==> config.mk <==
export PLATFORM = sky130hd
export DESIGN_NAME = im_fetch_responder
export DESIGN_NICKNAME = d
export VERILOG_FILES = /design/src/rtl/im_fetch_responder.sv
export SDC_FILE = /design/constraint.sdc
export NUM_CORES = 1
export LEC_CHECK = 0
export ABC_AREA = 1
export CAP_MARGIN = 20
export CORE_AREA = 2 2 107 57
export CTS_BUF_LIST = sky130_fd_sc_hd__clkbuf_8
export DETAILED_ROUTE_END_ITERATION = 6
export DIE_AREA = 0 0 109 59
export HOLD_SLACK_MARGIN = 0.05
export PLACE_DENSITY = 0.86
export SETUP_SLACK_MARGIN = 0.1
export SLEW_MARGIN = 20
export SYNTH_ARGS = -nofsm -noshare
export SYNTH_HDL_FRONTEND = slang
export SYNTH_SLANG_ARGS = --single-unit
export TNS_END_PERCENT = 10
==> constraint.sdc <==
create_clock -name clk -period 2.8 [get_ports clk]
set_input_delay 0.42 -clock clk [delete_from_list [all_inputs] [get_ports clk]]
set_output_delay 0.42 -clock clk [all_outputs]
set_load 0.1 [all_outputs]
==> src/rtl/im_fetch_responder.sv <==
// -----------------------------------------------------------------------------
// im_fetch_responder
//
// Instruction-memory responder for the IF stage. Accepts a byte fetch address,
// performs one read of a synchronous single-port instruction SRAM, optionally
// waits WAIT_CYCLES extra cycles, and returns the instruction with a one-cycle
// im_valid pulse. im_stall holds the PC while a fetch is outstanding.
//
// Parameters
//   ADDR_W       SRAM word-address width (2^ADDR_W 32-bit words)
//   WAIT_CYCLES  extra cycles after the SRAM read cycle (0..15)
//   RESET_INSTR  reset / flush value of im_instr (NOP)
//
// Ports
//   clk          system clock, rising edge
//   rst          synchronous active-high reset
//   if_req       fetch request from the IF stage
//   if_addr      byte fetch address (only bits [ADDR_W+1:2] address the SRAM)
//   if_flush     redirect; cancels delivery of an in-flight fetch
//   im_instr     fetched instruction, registered, holds outside delivery
//   im_valid     one-cycle pulse, im_instr valid
//   im_stall     hold PC while a fetch is pending (combinational)
//   im_misalign  (MISALIGN_CHECK_EN only) pulses with im_valid for a
//                misaligned fetch that returned RESET_INSTR
//   sram_cs      SRAM chip select, registered, high for one cycle per read
//   sram_oe      SRAM output enable, same flop as sram_cs
//   sram_addr    SRAM word address, latched at acceptance
//   sram_rdata   SRAM read data, valid the cycle after sram_cs and held
//
// Build option
//   MISALIGN_CHECK_EN  when defined, a fetch with if_addr[1:0] != 0 is answered
//                      immediately with RESET_INSTR and im_misalign, without
//                      touching the SRAM. When undefined, if_addr[1:0] is
//                      ignored and im_misalign does not exist.
// -----------------------------------------------------------------------------
module im_fetch_responder #(
    parameter int          ADDR_W      = 14,
    parameter int          WAIT_CYCLES = 0,
    parameter logic [31:0] RESET_INSTR = 32'h0000_0013
) (
    input  logic              clk,
    input  logic              rst,
    input  logic              if_req,
    input  logic [31:0]       if_addr,
    input  logic              if_flush,
    output logic [31:0]       im_instr,
    output logic              im_valid,
    output logic              im_stall,
`ifdef MISALIGN_CHECK_EN
    output logic              im_misalign,
`endif
    output logic              sram_cs,
    output logic              sram_oe,
    output logic [ADDR_W-1:0] sram_addr,
    input  logic [31:0]       sram_rdata
);

    typedef enum logic [1:0] {
        ST_IDLE,
        ST_ACCESS,
        ST_WAIT,
        ST_RESP
    } state_t;

    localparam logic [3:0] WAIT_INIT = 4'(WAIT_CYCLES);

    state_t     state;
    logic [3:0] wait_cnt;
    logic       discard;   // a flush arrived while the SRAM read was in flight
    logic       valid_q;   // high exactly in the delivery cycle
    logic       misalign_q;
    logic       accept;
    logic       take;
    logic       misaligned;

    // Byte-address bits that never reach the SRAM; high bits simply wrap.
    logic       unused_addr_bits;
    assign unused_addr_bits = ^{if_addr[31:ADDR_W+2], if_addr[1:0]};

`ifdef MISALIGN_CHECK_EN
    assign misaligned = |if_addr[1:0];
`else
    assign misaligned = 1'b0;
`endif

    assign accept = if_req & ~if_flush;
    // New fetches are taken from IDLE, or back-to-back from the delivery cycle.
    assign take   = accept & ((state == ST_IDLE) | (state == ST_RESP));

    // NOTE: every register below is updated with non-blocking assignments in a
    // single clocked block, so all reads see the pre-edge values and the order
    // of statements cannot create hidden combinational paths between flops.
    always_ff @(posedge clk) begin
        if (rst) begin
            state      <= ST_IDLE;
            wait_cnt   <= 4'd0;
            discard    <= 1'b0;
            valid_q    <= 1'b0;
            misalign_q <= 1'b0;
            sram_cs    <= 1'b0;
            sram_addr  <= '0;
            im_instr   <= RESET_INSTR;
        end else begin
            // Pulsed outputs default low every cycle.
            sram_cs    <= 1'b0;
            valid_q    <= 1'b0;
            misalign_q <= 1'b0;

            case (state)
                ST_IDLE: begin
                    state <= ST_IDLE;
                end

                ST_ACCESS: begin
                    wait_cnt <= WAIT_INIT;
                    if (if_flush) begin
                        discard <= 1'b1;
                    end
                    state <= ST_WAIT;
                end

                ST_WAIT: begin
                    if (wait_cnt != 4'd0) begin
                        wait_cnt <= wait_cnt - 4'd1;
                        if (if_flush) begin
                            discard <= 1'b1;
                        end
                    end else if (discard | if_flush) begin
                        // The read could not be cancelled; drop its data here.
                        im_instr <= RESET_INSTR;
                        discard  <= 1'b0;
                        state    <= ST_IDLE;
                    end else begin
                        im_instr <= sram_rdata;
                        valid_q  <= 1'b1;
                        state    <= ST_RESP;
                    end
                end

                ST_RESP: begin
                    if (if_flush) begin
                        im_instr <= RESET_INSTR;
                    end
                    state <= ST_IDLE;
                end

                default: begin
                    state <= ST_IDLE;
                end
            endcase

            // Acceptance overrides the state chosen above (IDLE or RESP only).
            if (take) begin
                sram_addr <= if_addr[ADDR_W+1:2];
                if (misaligned) begin
                    im_instr   <= RESET_INSTR;
                    valid_q    <= 1'b1;
                    misalign_q <= 1'b1;
                    state      <= ST_RESP;
                end else begin
                    sram_cs <= 1'b1;
                    state   <= ST_ACCESS;
                end
            end
        end
    end

    assign sram_oe = sram_cs;

    // A flush in the delivery cycle suppresses the pulse in that same cycle.
    assign im_valid = valid_q & ~if_flush;

`ifdef MISALIGN_CHECK_EN
    assign im_misalign = misalign_q & ~if_flush;
`else
    logic unused_misalign;
    assign unused_misalign = misalign_q;
`endif

    // Stall also covers the acceptance cycle so the PC holds on that edge;
    // it drops in the delivery cycle so the PC advances as data arrives.
    assign im_stall = ~rst & ((state == ST_ACCESS) | (state == ST_WAIT) |
                              ((state == ST_IDLE) & accept));

endmodule

==> metrics <==
Max Clock Skew about 0.012 ns; Worst Path Required about 2.4 ns; Max Cap Viol 0; Post-CTS Setup Inserts 0; crit-path cells clkdlybuf4s50_1, nor2_1, nand2_1, a21oi_1, buf_12; initial core utilization 44.59%; fmax 467.4 MHz; Pre-Repair DR Iteration Count 4; Simple-Gate Fraction of Synth Area about 40%; Area growth syn-to-layout 41.91%; RSZ-0062 raised after global routing no; IO buf count 99; total core area 0.005396 mm²; CTS tree done; CTS H-tree lvls 2; Post-Synthesis Cells 349; Final Wtd Congestion just under 0.8; Tmin final 2.140 ns; antenna fix cells 0; FF+latch count, synth 55; worst slew margin relative to its limit 52.54%; Async S/R FF share, synth 0%; CTS Root Cell clkbuf_8; Inserted Clock Buffers 5; via count 2470; Slew Viols, Final 0; peak supply drop between 0.3 and 0.4 mV; Max Buffers Root-to-Sink 2; first-pass GRT wire length 9.528 mm; vias in the first global route 2143; Avg Vias per Cell just under 5; clock sinks 55; Crit Path Class in2out; Compound-Gate Fraction of Synth Area 3.796%; Setup crit start kind primary input; Lkg Pwr 1.634 nW; DPL Wire Length 4.181 mm; HP Start wait_cnt[0]; CP peak stage delay 0.49 ns; post-synthesis mux area share 0%; GRT Util Overall 18.78%; final setup fails 0; CP arrival 1.72 ns; status finished clean; worst-skew pair later-pin latency 0.31 ns; fraction of layout cells with a size suffix above 1 between 10% and 20%; Cell variety after synth 19; Netlist Area Pre-Place 0.002406 mm²; Yosys top cell area share 45.76%; Syn Nets 422; worst setup path start if_flush; Synth Area per Inst 6.894 µm²; full die area 0.006431 mm²; crit end category output port; final worst path period share between 70% and 80%; Yosys top cell by area dfxtp_1; wire length per cell 11.73 µm; Die X 109 µm; P per Cell Area 657.9 mW/mm²; fillers 480; WHS 0.4307 ns; Post-synth EDFFs 0; most common cell in the netlist nand2_1; first-iteration detailed-routing DRC count 175; worst-margin pin slew 0.7110 ns; CTS-repair resized insts 0; initial antenna violation count 0; Max FO, Critical Path 5; sequential element share of the synthesized area a little under half; io pins 118; largest net degree at the start of global routing 27; antenna viol nets, final 0; num rows 19; Synthesis Warnings 0; slowest CP cell clkdlybuf4s50_1; Synth Area in XOR/XNOR less than 1%; gr ovfl total 0; Synth area leaders dfxtp_1, nand3_1, nand2_1, nor2_1, inv_1; largest family of logic cells by synthesized area simple AND/OR/NAND/NOR gates; nets 513; r2r startpoint state[0]; DRC 0; Reg clk slew, reported paths 0.10 ns; final WL around 6 mm; hold buffers post-CTS 0; adder-cell share of the synthesized area 2.600%; commonest cells in the netlist nand2_1, nand3_1, nor2_1, dfxtp_1, inv_1; Die Y 59 µm; Hold/Removal Path Class reg2reg; final setup TNS 0 ns; Primary FF master, synth dfxtp_1; final hold viol count 0
[power by group]
group	internal, mW	switching, mW	leakage (nW)
Combinational	0.223	0.666	1.14
Sequential	0.850	0.0361	0.448
Clock	0.203	0.269	0.0474
[registers in the layout, indices dropped and copies added, names as in the netlist]
| name | count |
|---|---|
| wait_cnt | 4 |
| sram_addr | 14 |
| im_instr | 32 |
| state | 2 |
| discard | 1 |
| valid_q | 1 |
| sram_cs | 1 |
[cells in the final DEF (no fill, tap or decap)]
cell type,count
nand2_2,1
xor2_1,1
nand3_1,70
or2_2,1
buf_4,54
clkbuf_8,6
nand3b_1,1
buf_12,1
clkinv_1,1
nand2_1,92
o21ai_4,1
ha_1,5
inv_1,23
dfxtp_1,55
nor2_1,60
clkinv_4,1
a21oi_1,14
clkdlybuf4s50_1,49
o21ai_0,1
clkinvlp_4,1
nand4_1,1
inv_2,2
[path summary, 6_finish.rpt]
kind              slack [ns]  cells after the start           end
setup / recovery        0.66                      5      im_stall
hold reg to reg         0.43                      1   wait_cnt[0]
hold / removal          0.43                      1   wait_cnt[0]
setup reg to reg        0.73                      8  im_instr[30]
[stage by stage]
step / instances / worst slack (ns) / area, µm² / util [%] / total power [mW]
2_1_floorplan: 349 / 0.1528 / 2406 / - / 1.574
3_3_place_gp: 506 / 0.6747 / 3316 / 61.44 / 1.787
3_5_place_dp: 506 / 0.6384 / 3316 / 61.44 / 1.795
4_1_cts: 514 / 0.6761 / 3415 / 63.27 / 2.258
5_1_grt: 514 / 0.5118 / 3415 / 63.27 / 2.345
6_report: 514 / 0.6605 / 3415 / 63.27 / 2.247
[logic make-up (layout without fill, tap and decap cells)]
family,Yosys count,count (layout)
buf+inv,46,138
flops,55,55
compound gates,16,16
fa+ha+maj,5,5
simple gates,226,226
xor+xnor,1,1
[area by class of cell]
type                       count  area [µm²]  share of cell area, %
clock buffer                   6       82.58                  2.418
clock inverter                 2       16.27                 0.4764
inverter                      26       97.59                  2.858
multi-input combinational    248        1110                  32.50
sequential                    55        1101                  32.25
tap                           73       91.34                  2.675
timing repair buffer         104       915.9                  26.82
[metal layers]
layer,GRT usage (%),share of wire [%]
met5,0,0
met4,6.960,1.3
met3,5.165,7.1
met2,32.30,48
met1,22.88,44
[worst max-delay path: cells and delay by family]
family	cells	cell delay [ns]
AO/OA/AOI/OAI	1	0.27
buffers and inverters	2	0.71
AND/OR/NAND/NOR	2	0.32
Power figures use the tool's default switching activity.
